**src/rtl/multicycle_ctrl_fsm_if.sv**
```systemverilog
// multicycle_ctrl_fsm_if
//
// Groups the control FSM's opcode/handshake inputs and its per-state datapath
// controls into one bundle.
//
// Signals:
//   op         [6:0]  opcode field of the instruction register
//   MemReady          memory access complete
//   PCUpdate          PC write strobe
//   Branch            conditional PC write (datapath ANDs with Zero)
//   RegWrite          register file write
//   MemWrite          data memory write
//   IRWrite           instruction/OldPC register write
//   MemReq            memory request
//   AdrSrc            0 = PC, 1 = Result as memory address
//   ResultSrc  [1:0]  00 ALUOut, 01 Data, 10 ALUResult, 11 ImmExt
//   ALUSrcA    [1:0]  00 PC, 01 OldPC, 10 rs1 data
//   ALUSrcB    [1:0]  00 rs2 data, 01 ImmExt, 10 constant 4
//   ALUOp      [1:0]  00 add, 01 sub/compare, 10 funct-decoded
//   Illegal           high while trapped on an illegal opcode
//   State      [3:0]  current state encoding (debug)
//
// Modports:
//   master  controller side (drives the controls)
//   slave   datapath side (drives op and MemReady)

interface multicycle_ctrl_fsm_if;

    logic [6:0] op;
    logic       MemReady;
    logic       PCUpdate;
    logic       Branch;
    logic       RegWrite;
    logic       MemWrite;
    logic       IRWrite;
    logic       MemReq;
    logic       AdrSrc;
    logic [1:0] ResultSrc;
    logic [1:0] ALUSrcA;
    logic [1:0] ALUSrcB;
    logic [1:0] ALUOp;
    logic       Illegal;
    logic [3:0] State;

    modport master (
        input  op,
        input  MemReady,
        output PCUpdate,
        output Branch,
        output RegWrite,
        output MemWrite,
        output IRWrite,
        output MemReq,
        output AdrSrc,
        output ResultSrc,
        output ALUSrcA,
        output ALUSrcB,
        output ALUOp,
        output Illegal,
        output State
    );

    modport slave (
        output op,
        output MemReady,
        input  PCUpdate,
        input  Branch,
        input  RegWrite,
        input  MemWrite,
        input  IRWrite,
        input  MemReq,
        input  AdrSrc,
        input  ResultSrc,
        input  ALUSrcA,
        input  ALUSrcB,
        input  ALUOp,
        input  Illegal,
        input  State
    );

endinterface

```
**src/rtl/multicycle_ctrl_fsm.sv**
```systemverilog
// multicycle_ctrl_fsm
//
// Main control state machine of the multicycle RISC-V datapath. Steps each
// instruction through fetch / decode / execute / memory / writeback and issues
// the per-state datapath controls. Optionally stalls the memory states on a
// MemReady handshake and traps illegal opcodes.
//
// Parameters:
//   MEM_HANDSHAKE  0: memory completes in one cycle, MemReady ignored
//                  1: FETCH/MEMREAD/MEMWRITE hold until MemReady=1
//   TRAP_HALT      1: TRAP is terminal until reset
//                  0: TRAP lasts one cycle, then FETCH
//
// Ports:
//   clk      clock, all state changes on the rising edge
//   reset_n  asynchronous active-low reset
//   bus      control bundle (master side), see multicycle_ctrl_fsm_if

module multicycle_ctrl_fsm #(
    parameter int unsigned MEM_HANDSHAKE = 0,
    parameter int unsigned TRAP_HALT     = 1
) (
    input  logic                   clk,
    input  logic                   reset_n,
    multicycle_ctrl_fsm_if.master  bus
);

    typedef enum logic [3:0] {
        StFetch    = 4'd0,
        StDecode   = 4'd1,
        StMemAdr   = 4'd2,
        StMemRead  = 4'd3,
        StMemWb    = 4'd4,
        StMemWrite = 4'd5,
        StExecR    = 4'd6,
        StExecI    = 4'd7,
        StAluWb    = 4'd8,
        StBeq      = 4'd9,
        StJal      = 4'd10,
        StLui      = 4'd11,
        StTrap     = 4'd12
    } state_e;

    typedef struct packed {
        logic       pc_update;
        logic       branch;
        logic       reg_write;
        logic       mem_write;
        logic       ir_write;
        logic       mem_req;
        logic       illegal;
        logic       adr_src;
        logic [1:0] result_src;
        logic [1:0] alu_src_a;
        logic [1:0] alu_src_b;
        logic [1:0] alu_op;
    } ctrl_t;

    localparam logic [6:0] OpLw    = 7'b0000011;
    localparam logic [6:0] OpSw    = 7'b0100011;
    localparam logic [6:0] OpRType = 7'b0110011;
    localparam logic [6:0] OpIType = 7'b0010011;
    localparam logic [6:0] OpBeq   = 7'b1100011;
    localparam logic [6:0] OpJal   = 7'b1101111;
    localparam logic [6:0] OpLui   = 7'b0110111;

    localparam bit UseHandshake = (MEM_HANDSHAKE != 0);
    localparam bit HaltOnTrap   = (TRAP_HALT != 0);

    // Moore control decode for one state; unlisted outputs stay 0.
    function automatic ctrl_t decode(input state_e s);
        ctrl_t c;
        c = '0;
        case (s)
            StFetch: begin
                c.mem_req    = 1'b1;
                c.ir_write   = 1'b1;
                c.alu_src_b  = 2'b10;
                c.result_src = 2'b10;
                c.pc_update  = 1'b1;
            end
            StDecode: begin
                c.alu_src_a = 2'b01;
                c.alu_src_b = 2'b01;
            end
            StMemAdr: begin
                c.alu_src_a = 2'b10;
                c.alu_src_b = 2'b01;
            end
            StMemRead: begin
                c.mem_req = 1'b1;
                c.adr_src = 1'b1;
            end
            StMemWb: begin
                c.result_src = 2'b01;
                c.reg_write  = 1'b1;
            end
            StMemWrite: begin
                c.mem_req   = 1'b1;
                c.adr_src   = 1'b1;
                c.mem_write = 1'b1;
            end
            StExecR: begin
                c.alu_src_a = 2'b10;
                c.alu_op    = 2'b10;
            end
            StExecI: begin
                c.alu_src_a = 2'b10;
                c.alu_src_b = 2'b01;
                c.alu_op    = 2'b10;
            end
            StAluWb: begin
                c.reg_write = 1'b1;
            end
            StBeq: begin
                c.alu_src_a = 2'b10;
                c.alu_op    = 2'b01;
                c.branch    = 1'b1;
            end
            StJal: begin
                c.alu_src_a = 2'b01;
                c.alu_src_b = 2'b10;
                c.pc_update = 1'b1;
            end
            StLui: begin
                c.result_src = 2'b11;
                c.reg_write  = 1'b1;
            end
            StTrap: begin
                c.illegal = 1'b1;
            end
            default: c = '0;
        endcase
        return c;
    endfunction

    state_e state_q, state_d;
    ctrl_t  ctrl_q;
    logic   mem_done;
    logic   in_fetch;

    // Without the handshake every memory access completes in its first cycle.
    assign mem_done = !UseHandshake || bus.MemReady;
    assign in_fetch = (state_q == StFetch);

    always_comb begin
        state_d = state_q;
        case (state_q)
            StFetch: begin
                if (mem_done) state_d = StDecode;
            end
            StDecode: begin
                case (bus.op)
                    OpLw, OpSw: state_d = StMemAdr;
                    OpRType:    state_d = StExecR;
                    OpIType:    state_d = StExecI;
                    OpBeq:      state_d = StBeq;
                    OpJal:      state_d = StJal;
                    OpLui:      state_d = StLui;
                    default:    state_d = StTrap;
                endcase
            end
            StMemAdr:   state_d = (bus.op == OpLw) ? StMemRead : StMemWrite;
            StMemRead: begin
                if (mem_done) state_d = StMemWb;
            end
            StMemWb:    state_d = StFetch;
            StMemWrite: begin
                if (mem_done) state_d = StFetch;
            end
            StExecR:    state_d = StAluWb;
            StExecI:    state_d = StAluWb;
            StAluWb:    state_d = StFetch;
            StBeq:      state_d = StFetch;
            StJal:      state_d = StAluWb;
            StLui:      state_d = StFetch;
            StTrap:     state_d = HaltOnTrap ? StTrap : StFetch;
            default:    state_d = StFetch;
        endcase
    end

    // Controls are registered alongside the state, decoded from the state
    // being entered, so they are glitch-free Moore outputs.
    always_ff @(posedge clk or negedge reset_n) begin
        if (!reset_n) begin
            state_q <= StFetch;
            ctrl_q  <= decode(StFetch);
        end else begin
            state_q <= state_d;
            ctrl_q  <= decode(state_d);
        end
    end

    // Strobes are qualified by reset_n so nothing writes while reset is held,
    // even though the registered bundle already carries the FETCH values.
    // IRWrite/PCUpdate in FETCH also wait for MemReady so the PC steps once per
    // fetch however long the memory stalls.
    assign bus.PCUpdate  = ctrl_q.pc_update & reset_n & (!in_fetch || mem_done);
    assign bus.IRWrite   = ctrl_q.ir_write & reset_n & mem_done;
    assign bus.Branch    = ctrl_q.branch & reset_n;
    assign bus.RegWrite  = ctrl_q.reg_write & reset_n;
    assign bus.MemWrite  = ctrl_q.mem_write & reset_n;
    assign bus.MemReq    = ctrl_q.mem_req & reset_n;
    assign bus.Illegal   = ctrl_q.illegal & reset_n;
    assign bus.AdrSrc    = ctrl_q.adr_src;
    assign bus.ResultSrc = ctrl_q.result_src;
    assign bus.ALUSrcA   = ctrl_q.alu_src_a;
    assign bus.ALUSrcB   = ctrl_q.alu_src_b;
    assign bus.ALUOp     = ctrl_q.alu_op;
    assign bus.State     = state_q;

endmodule

```
**src/flat_wrapper.sv**
```systemverilog
// flat-port wrapper written by rule: the top's interface ports become plain ports
module multicycle_ctrl_fsm_flat 
#(
    parameter int unsigned MEM_HANDSHAKE = 0,
    parameter int unsigned TRAP_HALT     = 1
)
  (clk, reset_n, bus_op, bus_MemReady, bus_PCUpdate, bus_Branch, bus_RegWrite, bus_MemWrite, bus_IRWrite, bus_MemReq, bus_AdrSrc, bus_ResultSrc, bus_ALUSrcA, bus_ALUSrcB, bus_ALUOp, bus_Illegal, bus_State);
  multicycle_ctrl_fsm_if bus_i ();
  input  logic clk;
  input  logic reset_n;
  input wire logic [$bits(bus_i.op)-1:0] bus_op;
  input wire logic [$bits(bus_i.MemReady)-1:0] bus_MemReady;
  output wire logic [$bits(bus_i.PCUpdate)-1:0] bus_PCUpdate;
  output wire logic [$bits(bus_i.Branch)-1:0] bus_Branch;
  output wire logic [$bits(bus_i.RegWrite)-1:0] bus_RegWrite;
  output wire logic [$bits(bus_i.MemWrite)-1:0] bus_MemWrite;
  output wire logic [$bits(bus_i.IRWrite)-1:0] bus_IRWrite;
  output wire logic [$bits(bus_i.MemReq)-1:0] bus_MemReq;
  output wire logic [$bits(bus_i.AdrSrc)-1:0] bus_AdrSrc;
  output wire logic [$bits(bus_i.ResultSrc)-1:0] bus_ResultSrc;
  output wire logic [$bits(bus_i.ALUSrcA)-1:0] bus_ALUSrcA;
  output wire logic [$bits(bus_i.ALUSrcB)-1:0] bus_ALUSrcB;
  output wire logic [$bits(bus_i.ALUOp)-1:0] bus_ALUOp;
  output wire logic [$bits(bus_i.Illegal)-1:0] bus_Illegal;
  output wire logic [$bits(bus_i.State)-1:0] bus_State;
  assign bus_i.op = bus_op;
  assign bus_i.MemReady = bus_MemReady;
  assign bus_PCUpdate = bus_i.PCUpdate;
  assign bus_Branch = bus_i.Branch;
  assign bus_RegWrite = bus_i.RegWrite;
  assign bus_MemWrite = bus_i.MemWrite;
  assign bus_IRWrite = bus_i.IRWrite;
  assign bus_MemReq = bus_i.MemReq;
  assign bus_AdrSrc = bus_i.AdrSrc;
  assign bus_ResultSrc = bus_i.ResultSrc;
  assign bus_ALUSrcA = bus_i.ALUSrcA;
  assign bus_ALUSrcB = bus_i.ALUSrcB;
  assign bus_ALUOp = bus_i.ALUOp;
  assign bus_Illegal = bus_i.Illegal;
  assign bus_State = bus_i.State;
  multicycle_ctrl_fsm #(.MEM_HANDSHAKE(MEM_HANDSHAKE), .TRAP_HALT(TRAP_HALT)) u_core (.clk(clk), .reset_n(reset_n), .bus(bus_i));
endmodule
```
**config.mk**
```make
export PLATFORM = sky130hd
export DESIGN_NAME = multicycle_ctrl_fsm_flat
export DESIGN_NICKNAME = d
export VERILOG_FILES = /design/src/rtl/multicycle_ctrl_fsm_if.sv /design/src/rtl/multicycle_ctrl_fsm.sv /design/src/flat_wrapper.sv
export SDC_FILE = /design/constraint.sdc
export NUM_CORES = 1
export LEC_CHECK = 0
export CORE_MARGIN = 4
export CORE_UTILIZATION = 33
export CTS_BUF_LIST = sky130_fd_sc_hd__clkbuf_4 sky130_fd_sc_hd__clkbuf_8
export CTS_CLUSTER_SIZE = 24
export DETAILED_ROUTE_END_ITERATION = 6
export SLEW_MARGIN = 25
export SYNTH_ARGS = -nofsm -noshare
export SYNTH_HDL_FRONTEND = slang
export SYNTH_SLANG_ARGS = --single-unit
export TNS_END_PERCENT = 100
```
**constraint.sdc**
```tcl
create_clock -name clk -period 2.19 [get_ports clk]
set_clock_uncertainty 0.15 [all_clocks]
set_input_delay 0.219 -clock clk [delete_from_list [all_inputs] [get_ports clk]]
set_output_delay 0.219 -clock clk [all_outputs]
set_load 0.02 [all_outputs]
```
-- Word level (Yosys, flattened, before mapping)
Cells that the tools add are included.
- bits in registers: 20
- latch bits: 0
- bits in writable memories: 0
- memory bits (read-only): 0
- output and inout port bits: 20
- memories: 0
- $add $sub $neg: 0
- multiply operators: 0
- div/mod/pow operators: 0
- $lt $le $gt $ge: 0
- eq/ne operators: 26
- shifts and indexed selects: 0
- multiplexer cells: 15
- bitwise operators: 7
- reduce and logical (&&, ||, !) cells: 12
- operators by type and width (cell ; number):
    one-hot mux 4 bit (6 select lines) ; 2
    equality test 4 bit, second input constant ; 7
    equality test 4 x 3 -> 1 bit, second input constant ; 6
    equality test 7 x 6 -> 1 bit, second input constant ; 3
    equality test 4 x 2 -> 1 bit, second input constant ; 4
    equality test 7 bit, second input constant ; 2
    one-hot mux 2 bit (2 select lines) ; 3
    OR reduction 3 bit ; 4
    OR reduction 2 bit ; 5
    equality test 4 x 1 -> 1 bit, second input constant ; 2
    zero test 4 bit ; 2
    2-to-1 mux 1 bit ; 8
    bitwise AND 1 bit ; 7
    equality test 7 x 2 -> 1 bit, second input constant ; 1
    equality test 7 x 5 -> 1 bit, second input constant ; 1
    one-hot mux 2 bit (3 select lines) ; 1
    OR reduction 4 bit ; 1
    2-to-1 mux 3 bit ; 1

-- Logic depth before layout (Yosys ltp)
Gate-level depths: netlist of run 1.
- depth after elaboration: 7
- mapped depth: 7

-- Least setup slack after synthesis of run 1
No wires, ideal clock.
- kind: register to register
- start: register u_core.state_q[1], in the netlist u_core.bus.State[1]
- end: register u_core.ctrl_q, in the netlist u_core.bus.ALUSrcB[0]
- setup time: 126 ps
- arrival time: 1674 ps
- data required time: 1914 ps
- slack: 240 ps
- stages on the path, launching flop included: 7
- path buffers: 1
- period minus slack after synthesis: 1950 ps
- cells stage by stage: dfrtp_1 > buf_6 > nor4b_4 > nand3_1 > o31ai_4 > xor2_1 > o22ai_2
- cells in the longest elaborated chain, start to end: 6
- elaborated cells on any way between the ends: 18
- classes of those cells: 11 x eq/ne; 2 x mux; 5 x reduce/logical
- RTL lines (item ; line ; text):
    from (decl) ; multicycle_ctrl_fsm.sv:137 ; state_e state_q, state_d;
    from (signal assigned) ; multicycle_ctrl_fsm.sv:186 ; state_q <= StFetch;
    from (signal assigned) ; multicycle_ctrl_fsm.sv:189 ; state_q <= state_d;
    equality test 4 x 3 -> 1 bit or equality test 4 bit (tied branches) ; multicycle_ctrl_fsm.sv:148 ; case (state_q)
    OR reduction 3 bit (no source line) ; -- ;
    one-hot mux 4 bit (6 select lines) * ; multicycle_ctrl_fsm.sv:148 ;
    net u_core.state_d[0] ; multicycle_ctrl_fsm.sv:137 ;
    equality test 4 x 1 -> 1 bit (tied with other cells) ; multicycle_ctrl_fsm.sv:74 ; case (s)
    OR reduction 3 bit (no source line) or OR reduction 2 bit (tied branches) ; -- ;
    one-hot mux 2 bit (2 select lines) * ; multicycle_ctrl_fsm.sv:74 ;
    to (signal assigned) ; multicycle_ctrl_fsm.sv:187 ; ctrl_q <= decode(StFetch);
    to (signal assigned) ; multicycle_ctrl_fsm.sv:190 ; ctrl_q <= decode(state_d);
    to (decl) ; multicycle_ctrl_fsm.sv:138 ; ctrl_t ctrl_q;
The timed path passes the listed nets; every way through them passes the cells marked *.

-- Final worst setup path of run 1
Ends and elaborated chain as after synthesis.

==> results of run 1 <==
## power groups by stage
stage	clock network, W	registers, W	logic (W)
floorplan	0	0.000571	0.000420
global placement	0	0.000555	0.000641
detailed placement	0	0.000557	0.000649
CTS	0.000190	0.000549	0.000651
global route	0.000202	0.000563	0.000696
finish	0.000183	0.000549	0.000642
## area by class of cell
class	count	share of cell area, %
multi-input cells	62	32.4
well taps	31	2.84
inverters	5	1.37
clock buffers	4	2.20
repair buffers	36	25.8
flip-flops and latches	19	35.3
## per-stage QoR
stage          worst slack [ns]  cells  total power [W]  hold slack (ns)
2_1_floorplan             0.240     96         0.000992           -0.227
3_3_place_gp            -0.0744    153          0.00120            0.431
3_5_place_dp             -0.118    153          0.00121            0.428
4_1_cts                   0.167    157          0.00139            0.103
5_1_grt                  0.0121    157          0.00146            0.105
6_report                  0.174    157          0.00137            0.109
## state kept, by name, indices dropped and copies added (netlist names)
register	count
u_core.bus.State	4
u_core.ctrl_q	7
u_core.bus.ALUOp	1
u_core.bus.AdrSrc	1
u_core.bus.ALUSrcB	2
u_core.bus.ALUSrcA	2
u_core.bus.ResultSrc	2
## critical path: cells and delay by family (launching register included)
kind,cells,cell delay (ns)
xor+xnor,1,0.21
flops,1,0.49
simple gates,2,0.58
compound gates,2,0.48
## cells by family (layout without fill, tap and decap cells)
logic type      count (synthesis)  in the layout
simple gates                   46             46
buf+inv                        15             45
compound gates                 14             14
xor+xnor                        2              2
flops                          19             19
## metal layers
layer | vias to the layer above | wire, um | track usage, %
met2 | 24 | 931 | 17.6
met4 | 0 | 14 | 4.04
met5 | - | 0 | 0
li1 | 390 | - | -
met3 | 2 | 100 | 1.40
met1 | 371 | 880 | 12.9
## worst max-delay path by stage
stage | cells past startpoint | endpoint | slack (ns) | from
2_1_floorplan | 6 | u_core.bus.ALUSrcB[0] | 0.24 | u_core.bus.State[1]
3_3_place_gp | 7 | u_core.bus.ALUSrcB[0] | -0.07 | bus_op[2]
3_5_place_dp | 7 | u_core.bus.ALUSrcB[0] | -0.12 | bus_op[2]
4_1_cts | 5 | u_core.bus.ALUSrcB[0] | 0.17 | u_core.bus.State[1]
5_1_grt | 5 | u_core.bus.ALUSrcA[0] | 0.01 | u_core.bus.State[1]
6_report | 5 | u_core.bus.ALUSrcB[0] | 0.17 | u_core.bus.State[1]
## synthesized netlist by cell type
cell        n  share of area, %
nor2b_1     5               3.0
nor4b_4     1               2.3
and4bb_2    1               1.2
nor2_1      5               1.8
nand4_2     1               1.2
or2_0       1              0.61
nand3_1     4               2.0
buf_4       8               5.9
or3_1       1              0.61
and2_1      8               4.9
a211o_1     1              0.85
o31ai_4     1               2.1
o32a_1      1              0.98
dfstp_2     5                13
nor4_1      1              0.61
nand2b_1    1              0.61
nand2_1    10               3.7
o2111ai_1   2               1.7
buf_6       2               2.2
o22ai_2     2               2.4
dfrtp_1    14                34
o21ai_0     2              0.98
xor2_1      2               1.7
a21oi_1     1              0.49
nor4bb_1    2               2.0
o22ai_1     1              0.61
a211oi_1    1              0.73
nand3b_1    1              0.73
and3_1      3               1.8
a311o_1     2               2.0
nor3_4      1               1.6
inv_1       5               1.8
==> qor.yml, run 1 <==
floorplan:
  core_area_um2: 2850
  rows: 19
  die_w_um: 63.8
  die_y_um: 63.8
  initial_core_util_pct: 36.0
  boundaryPins: 30
  die_area_um2: 4070
drt:
  vias: 787
  drc: 0
  vias_per_cell: 5.01
  drt_iter0_markers: 10
  postRouteAntennaNets: 0
  routed_wl_mm: 1.93
  first_pass_iters: 4
  wl_per_cell_um: 12.3
cells_and_area:
  area_growth_syn_to_layout_pct: 33.0
  drive_gt1_share_pct: 19.0
  postLayoutCoreUtil_pct: 47.9
  final_cell_mix: "clkdlybuf4s50_1, dfrtp_1, nand2_1"
  n_fill_cell: 277
  fin_area_um2: 1370
  layout_commonest_cell: "clkdlybuf4s50_1"
  regArea_um2: 482
  multi_input_area_um2: 443
  final_nets: 137
  num_antenna_cells: 0
power_and_ir_drop:
  cellLeakagePower_nw: 0.612
  netSwitchingFraction_pct: 36.5
  p_per_area_nw_per_um2: 1010
  seqPwrFrac_pct: 40.0
  p_int_w: 0.000872
  p_sw_w: 0.000502
  clkPwrFrac_pct: 13.3
  vdd_drop_max_v: 0.000371
  p_comb_share_pct: 46.7
critical_path:
  crit_type: "register to register"
  slowest_stage: "dfrtp_1"
  cp.required_ns: 2.22
  start_kind: "register"
  rrSetupSlack_ns: 0.17
  r2r_start: "u_core.bus.State[1]"
  end_kind: "register"
  path_max_fanout: 6
  cpPeakStageDelay_ns: 0.49
  r2r_cells: 5
  reg2reg_to: "u_core.bus.ALUSrcB[0]"
  cp.arrival_ns: 2.04
  crit_chain: "nor4b_4, nand3_1, o31ai_4, xor2_1, o22ai_2"
clock_tree:
  cts_tree: "done"
  cts_buffers: 3
  clock_latency_ns: 0.29
  ctsHtreeMaxLevel: 1
  path_clk_slew_ns: 0.10
  cts-root-buf: "clkbuf_4"
  cts_sinks: 19
  cts_hold_buf: 0
  cts_setup_buffers: 0
  max-clock-path-buffers: 2
  cts_resized: 0
synth:
  synth-xor-area-share_pct: 1.71
  syn_inst: 96
  muxShareOfSynthArea_pct: 0
  ys_seq_elements: 19
  ys_seq_area_share_pct: 47.0
  synth_compound_area_share_pct: 12.8
  ys_types: 32
  synth_simple_gate_area_share_pct: 28.7
  synth_top_family_by_area: "simple AND/OR/NAND/NOR gates"
  synth.avg_cell_area_um2: 10.7
  synthAdderAreaFrac_pct: 0
  netlist_area_um2: 1030
  syn_nets: 106
  synth_warnings: 0
grt:
  first_global_vias: 772
  grt_overflow: 0
  grt_usage_pct: 10.2
  grt_pass1_wl_mm: 3.40
  grt_antenna_before_repair: 0
  grt_max_degree: 27
worst_hold_path:
  hp-class: "input pin to async pin"
sta:
  finalSetupViolCount: 0
  worst_pin_slew_ns: 0.343
  hold_viol: 0
  relSlewSlack_pct: 77.1
  min_period_ns: 2.02
  max_freq_ghz: 0.496
  rsz0062_at_grt: "no"
  fin_crit_sh_pct: 92.0
  slew_viol_final: 0
  finalSetupTns_ns: 0
placement:
  hpwl_mm: 1.54
  placed_cell_area_um2: 1340
  globalplace.congestion: 0.828
  io_buffers: 28
job:
  drv_cap: 0
outcome:
  outcome: "finished clean"
Note: power is estimated with default switching activity, not from simulation.
==> run 2, diff against run 1 <==
--- a/config.mk
+++ b/config.mk
@@ -6,10 +6,11 @@
 export NUM_CORES = 1
 export LEC_CHECK = 0
 export CORE_MARGIN = 4
-export CORE_UTILIZATION = 33
+export CORE_UTILIZATION = 48
 export CTS_BUF_LIST = sky130_fd_sc_hd__clkbuf_4 sky130_fd_sc_hd__clkbuf_8
 export CTS_CLUSTER_SIZE = 24
 export DETAILED_ROUTE_END_ITERATION = 6
+export PLACE_DENSITY = 0.81
 export SLEW_MARGIN = 25
 export SYNTH_ARGS = -nofsm -noshare
 export SYNTH_HDL_FRONTEND = slang
==> run 2 against run 1 <==
  * Cell count fell by 1.3%
  * Largest cell class unchanged
  * Sequential share of layout area rose by 0.065 points
  * Die area fell by 28%
  * Clock power barely moved
  * Via count did not move
  * Wire length fell by 2.3%
  * Design area fell by 0.18%
==> qor.yml, run 2 (synthesis results as in run 1) <==
clock_tree:
  cts_tree: "done"
  cts_buffers: 3  # unchanged
  cts_hold_buf: 0  # unchanged
  path_clk_slew_ns: 0.09  # about the same
  cts_sinks: 19  # unchanged
  cts_resized: 0  # unchanged
  ctsHtreeMaxLevel: 1  # unchanged
  cts_setup_buffers: 0  # unchanged
  max-clock-path-buffers: 2  # unchanged
  clock_latency_ns: 0.29  # about the same
  cts-root-buf: "clkbuf_4"
critical_path:
  rrSetupSlack_ns: 0.20  # +0.03 ns
  path_max_fanout: 12  # +6
  path_buf_inv: 2  # +2
  crit_chain: "clkdlybuf4s50_1, and2_1, clkdlybuf4s50_1"
  slowest_stage: "clkdlybuf4s50_1"
  cp_top_family: "buffers and inverters"
  reg2reg_to: "u_core.bus.ALUSrcB[0]"
  end_kind: "output pin"
  crit_type: "input pin to output pin"
  cp.required_ns: 1.82  # -0.40 ns
  r2r_cells: 5  # unchanged
  cp.arrival_ns: 1.70  # -0.34 ns
  start_kind: "input pin"
  r2r_start: "u_core.bus.State[2]"
  crit_top_cell: "clkdlybuf4s50_1"
  cpPeakStageDelay_ns: 0.69  # +0.20 ns
power_and_ir_drop:
  p_sw_w: 0.000501  # -0.11%
  clkPwrFrac_pct: 13.3  # about the same
  cellLeakagePower_nw: 0.618  # +0.92%
  p_per_area_nw_per_um2: 1010  # +0.23%
  p_int_w: 0.000873  # +0.13%
  vdd_drop_max_v: 0.000832  # +120%
  seqPwrFrac_pct: 40.1  # about the same
  p_comb_share_pct: 46.6  # about the same
  netSwitchingFraction_pct: 36.5  # -0.058 points
floorplan:
  die_area_um2: 2940  # -28%
  boundaryPins: 30  # unchanged
  core_area_um2: 2000  # -30%
  die_y_um: 54.2  # -15%
  initial_core_util_pct: 51.2  # +15 points
  rows: 16  # -3
  die_w_um: 54.2  # -15%
sta:
  min_period_ns: 2.07  # +0.0570 ns
  max_freq_ghz: 0.482  # -2.7%
  postLayoutSetupSlackWorst_ns: 0.117  # -0.0570 ns
  hold_viol: 0  # unchanged
  finalSetupViolCount: 0  # unchanged
  fin_crit_sh_pct: 94.6  # +2.6 points
  rsz0062_at_grt: "no"
  relSlewSlack_pct: 75.2  # -2.0 points
  slew_viol_final: 0  # unchanged
  worst_pin_slew_ns: 0.371  # +0.0283 ns
job:
  drv_cap: 0  # unchanged
placement:
  dp_slack_ns: -0.0689  # +0.0492 ns
  hpwl_mm: 1.49  # -3.5%
  dp_cells: 151  # -1.3%
  io_buffers: 28  # unchanged
  globalplace.congestion: 0.822  # -0.75%
drt:
  vias_per_cell: 5.08  # +1.3%
  wl_per_cell_um: 12.1  # -1.0%
  routed_wl_mm: 1.88  # -2.3%
  drc: 0  # unchanged
  drt_iter0_markers: 16  # +6
  vias: 787  # unchanged
  postRouteAntennaNets: 0  # unchanged
  first_pass_iters: 4  # unchanged
cells_and_area:
  regMostFlops: "u_core.ctrl_q"
  final_nets: 139  # +1.5%
  final_cell_mix: "clkdlybuf4s50_1, dfrtp_1, nand2_1, buf_4, and2_1"
  area_growth_syn_to_layout_pct: 32.8
  layout_commonest_cell: "clkdlybuf4s50_1"
  largest_reg_flops: 7  # unchanged
  drive_gt1_share_pct: 20.3  # +1.3 points
  n_fill_cell: 165  # -40%
  regArea_um2: 482  # unchanged
  final_cells: 155  # -1.3%
  num_antenna_cells: 0  # unchanged
  multi_input_area_um2: 443  # unchanged
grt:
  grt_max_degree: 13  # -52%
  grt_overflow: 0  # unchanged
  top_usage_layer: "met2"
  grt_antenna_before_repair: 0  # unchanged
  grt_pass1_wl_mm: 3.06  # -9.9%
  use_met2_pct: 25.3  # +7.7 points
  gr-usage-met1_pct: 16.9  # +4.0 points
  grt_util_met3_pct: 2.45  # +1.1 points
  first_global_vias: 744  # -3.6%
  grt_usage_pct: 14.8  # +4.7 points
outcome:
  outcome: "finished clean"
worst_hold_path:
  hp-class: "input pin to async pin"
==> run 2: per-stage QoR <==
| stage | hold WS [ns] | total power (W) | utilization [%] | cell area [um^2] | TNS [ns] |
|---|---|---|---|---|---|
| finish | 0.0496 | 0.00137 | 68.1 | 1360 | 0 |
| global route | 0.0611 | 0.00146 | 68.1 | 1360 | 0 |
| CTS | 0.0510 | 0.00139 | 68.1 | 1360 | 0 |
| detailed placement | 0.370 | 0.00120 | 66.6 | 1330 | -0.189 |
| global placement | 0.372 | 0.00119 | 66.6 | 1330 | -0.0956 |
| floorplan | -0.227 | 0.000992 | - | 1030 | 0 |
==> run 2: per-layer routing <==
metal  up-vias  routed length [um]
li1        397                   -
met2        28                 933
met1       358                 782
met3         4                 106
met4         0                  59
met5         -                   0
==> run 2: worst max-delay path by stage <==
| stage | depth (start not counted) | to | from | slack [ns] |
|---|---|---|---|---|
| after floorplan | 6 | u_core.bus.ALUSrcB[0] | u_core.bus.State[1] | 0.24 |
| after global placement | 7 | u_core.bus.ALUSrcB[0] | bus_op[2] | -0.04 |
| after detailed placement | 7 | u_core.bus.ALUSrcA[0] | bus_op[2] | -0.07 |
| after CTS | 3 | bus_Illegal | reset_n | 0.09 |
| after global routing | 3 | bus_MemWrite | reset_n | 0.01 |
| final | 3 | bus_Illegal | reset_n | 0.12 |
==> run 2: area by class of cell <==
| cell class | count | share of cell area [%] |
|---|---|---|
| Sequential cell | 19 | 35.4 |
| Multi-Input combinational cell | 62 | 32.5 |
| Timing Repair Buffer | 38 | 26.1 |
| Tap cell | 27 | 2.48 |
| Clock buffer | 4 | 2.20 |
| Inverter | 5 | 1.38 |
==> run 2: power groups by stage <==
| stage | clock network (W) | registers [W] | logic (W) |
|---|---|---|---|
| after global routing | 0.000203 | 0.000564 | 0.000693 |
| after detailed placement | 0 | 0.000555 | 0.000643 |
| final | 0.000183 | 0.000551 | 0.000640 |
| after global placement | 0 | 0.000553 | 0.000636 |
| after CTS | 0.000190 | 0.000551 | 0.000645 |
| after floorplan | 0 | 0.000571 | 0.000420 |
